**config.mk**
```make
export PLATFORM = sky130hd
export DESIGN_NAME = piezo_seq
export DESIGN_NICKNAME = d
export VERILOG_FILES = /design/src/rtl/piezo_seq.sv
export SDC_FILE = /design/constraint.sdc
export NUM_CORES = 1
export LEC_CHECK = 0
export CORE_MARGIN = 4
export CORE_UTILIZATION = 40
export DETAILED_ROUTE_END_ITERATION = 6
export PLACE_DENSITY = 0.66
export SETUP_SLACK_MARGIN = 0.3
export SLEW_MARGIN = 0
export SYNTH_ARGS = -nofsm -noshare
export SYNTH_HDL_FRONTEND = slang
export SYNTH_SLANG_ARGS = --single-unit
```
**constraint.sdc**
```tcl
create_clock -name clk -period 3.3 [get_ports clk]
set_input_delay 0.825 -clock clk [delete_from_list [all_inputs] [get_ports clk]]
set_output_delay 0.825 -clock clk [all_outputs]
set_load 0.05 [all_outputs]
```
**src/rtl/piezo_seq.sv**
```systemverilog
`default_nettype none
// +--------------------------------------------------------------------------+
// | Module  : piezo_seq                                                      |
// | Purpose : Programmable note sequencer driving a differential piezo.      |
// |           Plays up to DEPTH {period, duration} entries from an internal  |
// |           table, with a programmable pass count (0 = loop forever).      |
// |           Optional snooze support is enabled by PIEZO_SEQ_SNOOZE_EN.      |
// | Revision: 1.0 - initial release                                          |
// +--------------------------------------------------------------------------+
module piezo_seq #(
  parameter int DEPTH        = 8,
  parameter int AW           = $clog2(DEPTH),
  parameter int PER_W        = 15,
  parameter int DUR_W        = 8,
  parameter int CLK_PER_TICK = 500000,
  parameter int REP_W        = 4,
  parameter int SNOOZE_TICKS = 6000
) (
  input  logic             clk,
  input  logic             rst_n,
  input  logic             i_start,
  input  logic             i_stop,
  input  logic             i_snooze,
  input  logic             i_wr_en,
  input  logic [AW-1:0]    i_wr_addr,
  input  logic [PER_W-1:0] i_wr_per,
  input  logic [DUR_W-1:0] i_wr_dur,
  input  logic [AW:0]      i_seq_len,
  input  logic [REP_W-1:0] i_rep_cnt,
  output logic             o_piezo,
  output logic             o_piezo_n,
  output logic             o_busy,
  output logic             o_done,
  output logic [AW-1:0]    o_note_idx,
  output logic [3:0]       o_state
);

  localparam int            TW         = (CLK_PER_TICK > 1) ? $clog2(CLK_PER_TICK) : 1;
  localparam logic [TW-1:0] c_tick_max = TW'(CLK_PER_TICK - 1);
  localparam logic [AW:0]   c_depth    = (AW+1)'(DEPTH);

  typedef enum logic [3:0] {
    S_IDLE   = 4'b0001,
    S_LOAD   = 4'b0010,
    S_PLAY   = 4'b0100,
    S_SNOOZE = 4'b1000
  } state_t;

  state_t             r_state;
  logic [PER_W-1:0]   r_tbl_per [DEPTH];
  logic [DUR_W-1:0]   r_tbl_dur [DEPTH];
  logic [AW-1:0]      r_idx;
  logic [AW:0]        r_len;
  logic [REP_W-1:0]   r_reps;
  logic [PER_W-1:0]   r_per_reg;
  logic [DUR_W-1:0]   r_dur_reg;
  logic [TW-1:0]      r_tick_cnt;
  logic [DUR_W-1:0]   r_dur_cnt;
  logic [PER_W-1:0]   r_freq_cnt;
  logic               r_done;

`ifdef PIEZO_SEQ_SNOOZE_EN
  localparam int SW = $clog2(SNOOZE_TICKS + 1);
  logic [SW-1:0]      r_snz_cnt;
  logic [REP_W-1:0]   r_reps_init;
`else
  // Snooze is compiled out; the port stays for pin compatibility.
  logic w_unused_snooze;
  assign w_unused_snooze = i_snooze | (SNOOZE_TICKS < 0);
`endif

  logic [PER_W-1:0] w_ld_per;
  logic [DUR_W-1:0] w_ld_dur;
  logic [AW:0]      w_len;
  logic             w_tick;
  logic [DUR_W-1:0] w_dur_nxt;
  logic [PER_W-1:0] w_freq_nxt;
  logic             w_last_note;
  logic             w_note_end;
  logic             w_tone;

  assign w_ld_per    = r_tbl_per[r_idx];
  assign w_ld_dur    = r_tbl_dur[r_idx];
  assign w_len       = (int'(i_seq_len) > DEPTH) ? c_depth : i_seq_len;
  assign w_tick      = (r_tick_cnt == c_tick_max);
  assign w_dur_nxt   = r_dur_cnt + DUR_W'(1);
  assign w_freq_nxt  = r_freq_cnt + PER_W'(1);
  assign w_last_note = !(((AW+1)'(r_idx) + (AW+1)'(1)) < r_len);
  // A zero-duration entry ends in LOAD; otherwise the note ends on its last tick.
  assign w_note_end  = ((r_state == S_LOAD) && (w_ld_dur == '0)) ||
                       ((r_state == S_PLAY) && w_tick && (w_dur_nxt == r_dur_reg));

  // Note table: reset melody in entries 0..3, writable only while idle.
  always_ff @(posedge clk or negedge rst_n) begin
    if (!rst_n) begin
      for (int i = 0; i < DEPTH; i++) begin
        r_tbl_per[i] <= '0;
        r_tbl_dur[i] <= '0;
      end
      r_tbl_per[0] <= PER_W'(16'h7C90);  r_tbl_dur[0] <= DUR_W'(8'h40);
      r_tbl_per[1] <= PER_W'(16'h6EF9);  r_tbl_dur[1] <= DUR_W'(8'h20);
      r_tbl_per[2] <= PER_W'(16'h62E4);  r_tbl_dur[2] <= DUR_W'(8'h10);
      r_tbl_per[3] <= PER_W'(16'h038E);  r_tbl_dur[3] <= DUR_W'(8'h20);
    end else if ((r_state == S_IDLE) && i_wr_en && (int'(i_wr_addr) < DEPTH)) begin
      r_tbl_per[i_wr_addr] <= i_wr_per;
      r_tbl_dur[i_wr_addr] <= i_wr_dur;
    end
  end

  // Sequencer FSM with tick, duration and tone counters; stop overrides everything.
  always_ff @(posedge clk or negedge rst_n) begin
    if (!rst_n) begin
      r_state    <= S_IDLE;
      r_idx      <= '0;
      r_len      <= '0;
      r_reps     <= '0;
      r_per_reg  <= '0;
      r_dur_reg  <= '0;
      r_tick_cnt <= '0;
      r_dur_cnt  <= '0;
      r_freq_cnt <= '0;
      r_done     <= 1'b0;
`ifdef PIEZO_SEQ_SNOOZE_EN
      r_snz_cnt   <= '0;
      r_reps_init <= '0;
`endif
    end else begin
      r_done <= 1'b0;
      if (i_stop) begin
        r_state    <= S_IDLE;
        r_tick_cnt <= '0;
        r_dur_cnt  <= '0;
        r_freq_cnt <= '0;
      end
`ifdef PIEZO_SEQ_SNOOZE_EN
      else if (i_snooze && (r_state != S_IDLE)) begin
        // Entering snooze, or restarting the count while already snoozing.
        r_state    <= S_SNOOZE;
        r_tick_cnt <= '0;
        r_snz_cnt  <= '0;
      end
`endif
      else begin
        case (r_state)
          S_IDLE: begin
            if (i_start && (i_seq_len != '0)) begin
              r_state <= S_LOAD;
              r_len   <= w_len;
              r_reps  <= i_rep_cnt;
              r_idx   <= '0;
`ifdef PIEZO_SEQ_SNOOZE_EN
              r_reps_init <= i_rep_cnt;
`endif
            end
          end
          S_LOAD: begin
            r_per_reg  <= w_ld_per;
            r_dur_reg  <= w_ld_dur;
            r_tick_cnt <= '0;
            r_dur_cnt  <= '0;
            r_freq_cnt <= '0;
            if (w_ld_dur != '0) r_state <= S_PLAY;
          end
          S_PLAY: begin
            if (w_tick) begin
              r_tick_cnt <= '0;
              r_dur_cnt  <= w_dur_nxt;
            end else begin
              r_tick_cnt <= r_tick_cnt + TW'(1);
            end
            r_freq_cnt <= (w_freq_nxt >= r_per_reg) ? '0 : w_freq_nxt;
          end
`ifdef PIEZO_SEQ_SNOOZE_EN
          S_SNOOZE: begin
            if (w_tick) begin
              r_tick_cnt <= '0;
              if (r_snz_cnt == SW'(SNOOZE_TICKS - 1)) begin
                r_idx   <= '0;
                r_reps  <= r_reps_init;
                r_state <= S_LOAD;
              end else begin
                r_snz_cnt <= r_snz_cnt + SW'(1);
              end
            end else begin
              r_tick_cnt <= r_tick_cnt + TW'(1);
            end
          end
`endif
          default: r_state <= S_IDLE;
        endcase

        if (w_note_end) begin
          if (!w_last_note) begin
            r_idx   <= r_idx + AW'(1);
            r_state <= S_LOAD;
          end else if (r_reps == REP_W'(1)) begin
            r_state <= S_IDLE;
            r_done  <= 1'b1;
          end else begin
            if (r_reps != '0) r_reps <= r_reps - REP_W'(1);
            r_idx   <= '0;
            r_state <= S_LOAD;
          end
        end
      end
    end
  end

  // Square wave: high for the first half of each period; rests and
  // non-PLAY states hold both pins low.
  assign w_tone     = (r_state == S_PLAY) && (r_per_reg != '0) && (r_freq_cnt < (r_per_reg >> 1));
  assign o_piezo    = w_tone;
  assign o_piezo_n  = (r_state == S_PLAY) && (r_per_reg != '0) && !w_tone;
  assign o_busy     = (r_state != S_IDLE);
  assign o_done     = r_done;
  assign o_note_idx = r_idx;
  assign o_state    = r_state;

endmodule
`default_nettype wire

```
==> reports/summary.txt, run 1 <==
=================================================================================
Outcome                                                              complete, but fails checks
Violations in the final reports                                      setup timing
Simple-gate share of the synthesized area                                   10.6%
Main synth FF type                                                        dfrtp_1
Post-synthesis sequential element count                                       264
Clock latency at the later pin of the worst-skew pair                     0.57 ns
Setup crit start kind                                                    register
Largest clock skew in the final design                                  0.0473 ns
Wire length per cell after detailed routing                          18.1 microns
Max FFs per register                                                          120
Mapped Cells                                                                1,079
Count of port buffers added during placement                                   48
Fin Hold WS                                                              0.245 ns
Number of synthesized flops with an enable pin                                  0
Final setup fails                                                               2
Final Instance Count excl. Fillers                                          1,618
Vias in the first global route                                              8,929
Sequential share of power                                                   47.1%
Number of antenna-violating nets in the routed design                           0
Die Span X                                                            191 microns
Starting utilization of the core area                                       40.9%
Diode insertion count for antenna repair                                        0
Pin count of the biggest net entering global routing                           72
Clock network fraction of total power                                       33.5%
Arrival time at the worst endpoint                                        2.66 ns
Reg with most FFs                                                       r_tbl_per
Die footprint                                                        0.0366 sq mm
Cell leakage power                                                        6.78 nW
Number of max-slew violations in the final report                               0
RSZ-0062 raised after global routing                                         true
Adder-cell share of the synthesized area                                    3.54%
Post-synth design cell area                                          0.0134 sq mm
Hpwl dp                                                              19,100 microns
Worst Path Class, Setup                                              register to primary output
Global routing met3 resource utilization                                    2.76%
Syn avg cell area                                                      12.5 sq um
Largest registers in the final layout                                r_tbl_per (120), r_tbl_dur (64), r_tick_cnt (19)
Post-layout minimum cycle time                                            3.49 ns
Maximum fanout along the worst path                                             2
Nets@finish                                                                 1,232
Number of unique standard cell types used by synthesis                         77
Post-route clock period utilization                                          106%
Number of failing hold endpoints at the final stage                             0
Multi-input combinational cell area                                  0.00658 sq mm
Internal power summed over all cells                                      7.19 mW
Leading cell types by count after synthesis                          228 x dfrtp_1, 188 x mux2_2, 64 x nor2_1
Share of post-route cells with drive strength above 1                       34.1%
Min-delay worst type                                                 primary input to async pin
Switching Fraction                                                          26.3%
Filler Cell Count                                                           2,966
CTS tree                                                                      yes
Maximum buffer depth of the clock tree                                          3
Detailed-route via count                                                    8,812
Total routing resource utilization after global routing                     16.2%
Part of the power in combinational logic                                    19.4%
Core footprint                                                       0.0329 sq mm
Placed cells                                                                1,554
Area fraction in compound gates after synthesis                             7.02%
Routed via count divided by cell count                                       5.45
Synthesized-area fraction occupied by xor and xnor cells                    1.37%
Max-cap violations                                                              0
Power spent charging and discharging nets                                 2.57 mW
Total gr overflow                                                               0
DRC violations left                                                             0
Vertical die dimension                                                191 microns
Tightest Pin Transition                                                  0.846 ns
Worst slew margin relative to its limit                                     43.0%
Layer with the highest usage                                                 met2
Multiplexer share of the synthesized area                                   25.5%
Required time worst endpoint                                              2.47 ns
Yosys synthesis warning count                                                   0
Most area-hungry cell type in the Yosys netlist                           dfrtp_1
Fraction of the core area covered by cells at the end of the flow           48.0%
Placer Congestion                                                           0.856
Share of the yosys chip area belonging to registers                         49.5%
Kind of end point of the critical path                               primary output
Top cells by area, synth                                             dfrtp_1 42%, mux2_2 16%, dfstp_2 7.0%, mux4_2 6.9%, ha_1 3.5%
Initial DRT Pass Iterations                                                     4
Sum of routed wire length over all layers                            29,300 microns
Total CTS buffers                                                              28
Main combinational cell family by area after synthesis               multiplexers
Combined flip-flop and latch cell area                               0.00666 sq mm
Count of standard-cell rows                                                    66
Initial antenna violation count                                                 1
Clock Sinks                                                                   264
Total number of H-tree levels                                                   1
Peak supply drop                                                           467 uV
Wire length of the first global-routing pass                         48,500 microns
Ports placed on the boundary                                                   51
Post-layout worst setup margin                                          -0.189 ns
Clk pin slew, worst setup/hold paths                                      0.06 ns
Max Clock Freq                                                          0.287 GHz
Total power divided by cell area                                      618 mW/mm^2
Most used standard cell by instance count after synthesis                 dfrtp_1
Post-synth net total                                                        1,157
Top cell type's share of synthesized area                                   42.5%
Layout area overhead                                                        17.5%
DR iter-0 viols                                                               530
Met2 demand-to-capacity share in global routing                             25.7%
Routing usage on met1                                                       23.9%
Root buf cell                                                           clkbuf_16
Fraction of synthesis flops using an asynchronous set or reset pin           100%
=================================================================================
[final timing paths]
path | slack (ns) | endpoint | start | cells past startpoint
min in group clk | 0.50 | r_tbl_dur[60]$_DFFE_PN0P_ | r_tbl_dur[60]$_DFFE_PN0P_ | 1
worst min-delay path | 0.24 | r_reps[2]$_DFFE_PN0N_ | rst_n | 1
worst min register to register | 0.50 | r_tbl_dur[60]$_DFFE_PN0P_ | r_tbl_dur[60]$_DFFE_PN0P_ | 1
worst max-delay path | -0.19 | o_piezo_n | r_freq_cnt[1]$_DFFE_PN0P_ | 9
worst max register to register | 0.21 | r_freq_cnt[14]$_DFFE_PN0P_ | r_freq_cnt[1]$_DFFE_PN0P_ | 16
max in group asynchronous | 2.20 | r_tbl_per[81]$_DFFE_PN1P_ | rst_n | 2
[power by group through the flow]
stage	clock network [mW]	logic, mW	registers (mW)
4_1_cts	3.36	1.91	4.59
5_1_grt	3.51	2.12	4.70
3_3_place_gp	0	1.82	4.60
6_report	3.27	1.89	4.59
2_1_floorplan	0	1.44	4.48
3_5_place_dp	0	1.88	4.65
[cell families (layout without fill, tap and decap cells)]
group	Yosys count	in the layout
simple gates	271	271
flops	264	264
mux	258	258
compound gates	146	146
buf+inv	80	177
fa+ha+maj	38	38
xor+xnor	21	21
other cells	1	1
[critical path, cell delays in order (launching register included)]
cell and delay, ns:
dfrtp_1 0.38, ha_1 0.29, a21o_1 0.18, a21o_1 0.15
a21o_1 0.15, a21o_1 0.18, a2111oi_4 0.31, nor3_2 0.12
o21ba_2 0.22, buf_8 0.15
[stage by stage]
stage / TNS, ns / cell area, sq um / total power, mW / worst slack (ns)
2_1_floorplan: 0 / 13500 / 5.92 / 0.264
3_3_place_gp: 0 / 14600 / 6.42 / 0.142
3_5_place_dp: 0 / 14600 / 6.52 / 0.131
4_1_cts: -0.394 / 15700 / 9.86 / -0.220
5_1_grt: -0.624 / 15800 / 10.3 / -0.333
6_report: -0.327 / 15800 / 9.76 / -0.189
[layout make-up]
type	instances	share of cell area, %
Clock buffer	37	4.90
Clock inverter	15	1.28
Inverter	29	0.689
Multi-Input combinational cell	735	41.7
Sequential cell	264	42.2
Tap cell	442	3.50
Timing Repair Buffer	96	5.80
[layout by cell type, fill, tap and decap left out, types with 6 or more instances in the layout]
cell / instances
mux2_2: 188
nor2b_1: 6
clkinv_2: 9
nand4_1: 12
o21ai_0: 43
a21o_1: 16
xor2_1: 9
xnor2_1: 11
nand2_1: 60
nor3_1: 12
nor2_1: 59
dfrtp_1: 224
a21oi_1: 32
nand2b_1: 24
dfstp_2: 36
nand3_1: 19
clkdlybuf4s50_1: 43
inv_1: 27
ha_1: 37
buf_4: 43
clkbuf_16: 28
mux4_2: 41
o31ai_1: 11
mux2i_1: 22
nor4_1: 9
nand3b_1: 7
and3_1: 18
[layer usage]
| layer | vias to the layer above | share of wire, % |
|---|---|---|
| met5 | - | 0.068 |
| met4 | 2 | 1.1 |
| met3 | 27 | 3.9 |
| met2 | 138 | 46 |
| met1 | 4520 | 49 |
| li1 | 4125 | - |
[timing repair]
| item | CTS | global route |
|---|---|---|
| pin swaps | 8 | 4 |
| setup endpoints to repair | 18 | 23 |
| endpoints found under the hold margin | 0 | 0 |
| buffers inserted | 2 | 10 |
| hold buffers | 0 | 0 |
| gates resized for setup | 13 | 8 |
(Power assumes the default switching activity.)
==> run 2, diff against run 1 <==
--- a/config.mk
+++ b/config.mk
@@ -10,7 +10,8 @@
 export DETAILED_ROUTE_END_ITERATION = 6
 export PLACE_DENSITY = 0.66
 export SETUP_SLACK_MARGIN = 0.3
-export SLEW_MARGIN = 0
+export SKIP_LAST_GASP = 1
+export SLEW_MARGIN = 5
 export SYNTH_ARGS = -nofsm -noshare
 export SYNTH_HDL_FRONTEND = slang
 export SYNTH_SLANG_ARGS = --single-unit
==> results of run 2 <==
Same layout as run 1: the final DEF is identical, and so are final timing and power.
==> run 3, diff against run 2 <==
--- a/config.mk
+++ b/config.mk
@@ -5,10 +5,12 @@
 export SDC_FILE = /design/constraint.sdc
 export NUM_CORES = 1
 export LEC_CHECK = 0
+export CELL_PAD_IN_SITES_DETAIL_PLACEMENT = 1
+export CELL_PAD_IN_SITES_GLOBAL_PLACEMENT = 1
 export CORE_MARGIN = 4
 export CORE_UTILIZATION = 40
 export DETAILED_ROUTE_END_ITERATION = 6
-export PLACE_DENSITY = 0.66
+export PLACE_DENSITY = 0.76
 export SETUP_SLACK_MARGIN = 0.3
 export SKIP_LAST_GASP = 1
 export SLEW_MARGIN = 5
==> run 3 against run 2 <==
  * The flow still finishes with violations (setup timing)
  * Routed wire length grew 12%
  * Non-clock buffer count fell by 9
  * Combinational power up 4%
  * Global-route usage is 2.2 points higher
  * Sequential power is 1% higher
  * Register-to-register slack got worse by 0.11 ns
  * Sequential share of layout area is 0.083 points higher
  * Hold slack improved by 0.026 ns
  * Sequential cell count unchanged
  * Maximum frequency is 0.13% lower
  * Clock power increased by 2%
  * Clock skew shrank 0.037 ns
  * Largest cell class unchanged
==> reports/summary.txt, run 3 (synthesis gave the netlist of run 1 again) <==
=======================================================================
Outcome                                                    complete, but fails checks   unchanged
Violations in the final reports                            setup timing   unchanged
Nets@finish                                                       1,224   was 1,232
Worst slew margin relative to its limit                           50.3%   was 43.0%
Hpwl dp                                                    21,100 microns   was 19,100 microns
Reg with most FFs                                             r_tbl_per   unchanged
Part of the power in combinational logic                          19.7%   was 19.4%
Total number of H-tree levels                                         1   unchanged
Maximum buffer depth of the clock tree                                3   unchanged
Starting utilization of the core area                             40.9%   unchanged
Required time worst endpoint                                    2.47 ns   about the same
Clock latency at the later pin of the worst-skew pair           0.55 ns   was 0.57 ns
Core footprint                                             0.0329 sq mm   unchanged
Initial DRT Pass Iterations                                           4   unchanged
Worst r2r path cells                                                 16   unchanged
Count of standard-cell rows                                          66   unchanged
Min-delay worst type                                       primary input to async pin   unchanged
FF-to-FF End                                               r_freq_cnt[6]$_DFFE_PN0P_   was r_freq_cnt[14]$_DFFE_PN0P_
Clock Sinks                                                         264   unchanged
Peak supply drop                                                 510 uV   was 467 uV
Cell leakage power                                              6.73 nW   was 6.78 nW
Setup crit start kind                                          register   unchanged
Number of antenna-violating nets in the routed design                 0   unchanged
Post-route clock period utilization                                106%   about the same
Pin count of the biggest net entering global routing                 77   was 72
Worst r2r src                                              r_freq_cnt[1]$_DFFE_PN0P_   unchanged
Clock network fraction of total power                             33.5%   about the same
Detailed-route via count                                          8,889   was 8,812
Sequential share of power                                         46.8%   was 47.1%
Root buf cell                                                 clkbuf_16   unchanged
Vias in the first global route                                   10,000   was 8,929
DRC violations left                                                   0   unchanged
Final setup fails                                                     2   unchanged
Highest-count cells in the layout ignoring fill and taps   225 x dfrtp_1, 188 x mux2_2, 60 x nand2_1   was 224 x dfrtp_1, 188 x mux2_2, 60 x nand2_1
Leading cell type in the layout, fill and taps excluded         dfrtp_1   unchanged
Filler Cell Count                                                 3,400   was 2,966
Tightest Pin Transition                                        0.737 ns   was 0.846 ns
Wire length of the first global-routing pass               54,600 microns   was 48,500 microns
Worst Path Class, Setup                                    register to primary output   unchanged
Number of max-slew violations in the final report                     0   unchanged
Kind of end point of the critical path                     primary output   unchanged
Switching Fraction                                                27.4%   was 26.3%
DR iter-0 viols                                                     380   was 530
Placer Congestion                                                 0.784   was 0.856
Clk pin slew, worst setup/hold paths                            0.06 ns   about the same
Flop-to-flop setup slack                                        0.10 ns   was 0.21 ns
Multi-input combinational cell area                        0.00661 sq mm   was 0.00658 sq mm
Total CTS buffers                                                    29   was 28
Die footprint                                              0.0366 sq mm   unchanged
Number of failing hold endpoints at the final stage                   0   unchanged
Count of port buffers added during placement                         48   unchanged
Total power divided by cell area                            630 mW/mm^2   was 618 mW/mm^2
Layout area overhead                                              17.3%   was 17.5%
Die Span X                                                  191 microns   unchanged
Arrival time at the worst endpoint                              2.67 ns   was 2.66 ns
Post-Place Cell Area                                       0.0146 sq mm   about the same
Power spent charging and discharging nets                       2.73 mW   was 2.57 mW
Total gr overflow                                                     0   unchanged
Wire length per cell after detailed routing                20.3 microns   was 18.1 microns
Ports placed on the boundary                                         51   unchanged
Internal power summed over all cells                            7.21 mW   was 7.19 mW
Maximum fanout along the worst path                                   2   unchanged
Sum of routed wire length over all layers                  32,700 microns   was 29,300 microns
RSZ-0062 raised after global routing                               true   unchanged
Post-layout worst setup margin                                -0.194 ns   was -0.189 ns
Summed area of non-filler cells in the final layout        0.0158 sq mm   about the same
Largest registers in the final layout                      r_tbl_per (120), r_tbl_dur (64), r_tick_cnt (19)   unchanged
Fin Setup TNS                                                 -0.343 ns   was -0.327 ns
Initial antenna violation count                                       0   was 1
CTS tree                                                            yes   unchanged
Combined flip-flop and latch cell area                     0.00666 sq mm   about the same
Share of post-route cells with drive strength above 1             34.0%   was 34.1%
Total routing resource utilization after global routing           18.3%   was 16.2%
Max Clock Freq                                                0.286 GHz   was 0.287 GHz
Diode insertion count for antenna repair                              0   unchanged
Routed via count divided by cell count                             5.52   was 5.45
Max-cap violations                                                    0   unchanged
Largest clock skew in the final design                        0.0100 ns   was 0.0473 ns
Post-layout minimum cycle time                                  3.49 ns   about the same
Vertical die dimension                                      191 microns   unchanged
Max FFs per register                                                120   unchanged
=======================================================================
run 3: changes by cell type in the layout (fill, tap and decap cells not counted), moves of 2 or more:
cell / before / now
inv_6: 0 / 2
buf_4: 43 / 33
clkinv_4: 0 / 2
clkinv_2: 9 / 3
clkbuf_8: 4 / 9
bufinv_16: 4 / 2
clkinvlp_4: 1 / 3
nand3_2: 1 / 3
buf_6: 1 / 4
run 3: timing repair:
| action | 4_1_cts | 5_1_grt |
|---|---|---|
| buffers inserted | 4 | 5 |
| pin swaps | 9 | 2 |
| setup endpoints to repair | 25 | 24 |
| resized for setup | 14 | 9 |
| hold buffers | 0 | 0 |
| hold endpoints to repair | 0 | 0 |
run 3: final cells by class:
type                            instances  area share, %
Timing Repair Buffer                   87           5.30
Clock inverter                         12          0.842
Clock buffer                           42           5.49
Inverter                               29          0.691
Multi-Input combinational cell        735           41.9
Sequential cell                       264           42.3
Tap cell                              442           3.51
run 3: power by group through the flow:
| stage | registers (mW) | clock network (mW) | logic [mW] |
|---|---|---|---|
| global placement | 4.60 | 0 | 1.79 |
| global route | 4.75 | 3.55 | 2.17 |
| detailed placement | 4.68 | 0 | 1.90 |
| CTS | 4.65 | 3.42 | 1.97 |
| finish | 4.64 | 3.33 | 1.96 |
| floorplan | 4.48 | 0 | 1.44 |
run 3: layer usage:
layer | GRT usage, % | vias up | part of all wire [%]
li1 | - | 4102 | -
met1 | 24.2 | 4644 | 44
met2 | 32.3 | 103 | 52
met3 | 2.45 | 40 | 3.2
met4 | 3.87 | 0 | 1.5
met5 | 0 | - | 0
run 3: worst max-delay path by stage:
stage                                   start                         end  slack (ns)  cells after the start
floorplan            r_per_reg[2]$_DFFE_PN0P_                     o_piezo        0.26                      9
detailed placement  r_freq_cnt[1]$_DFFE_PN0P_  r_freq_cnt[11]$_DFFE_PN0P_        0.06                     15
CTS                  r_per_reg[2]$_DFFE_PN0P_                   o_piezo_n       -0.23                     10
finish               r_per_reg[2]$_DFFE_PN0P_                   o_piezo_n       -0.19                     10
global route         r_per_reg[2]$_DFFE_PN0P_                   o_piezo_n       -0.33                     10
global placement     r_per_reg[2]$_DFFE_PN0P_                   o_piezo_n        0.07                     10
run 3: metrics by stage:
step	setup slack (ns)	hold slack [ns]	util, %	total power [mW]	cells
2_1_floorplan	0.264	0.470	-	5.92	1079
3_3_place_gp	0.0652	0.480	44.4	6.39	1548
3_5_place_dp	0.0580	0.490	44.4	6.59	1548
4_1_cts	-0.230	0.280	47.7	10.0	1606
5_1_grt	-0.329	0.313	47.9	10.5	1611
6_report	-0.194	0.270	47.9	9.93	1611
run 3: worst max-delay path: stages (launching register included):
cell	delay, ns
dfrtp_1	0.40
inv_2	0.09
ha_4	0.20
a21o_1	0.17
a21o_1	0.15
a21o_1	0.15
a21o_1	0.18
a2111oi_4	0.31
nor3_2	0.12
o21ba_2	0.21
buf_6	0.15
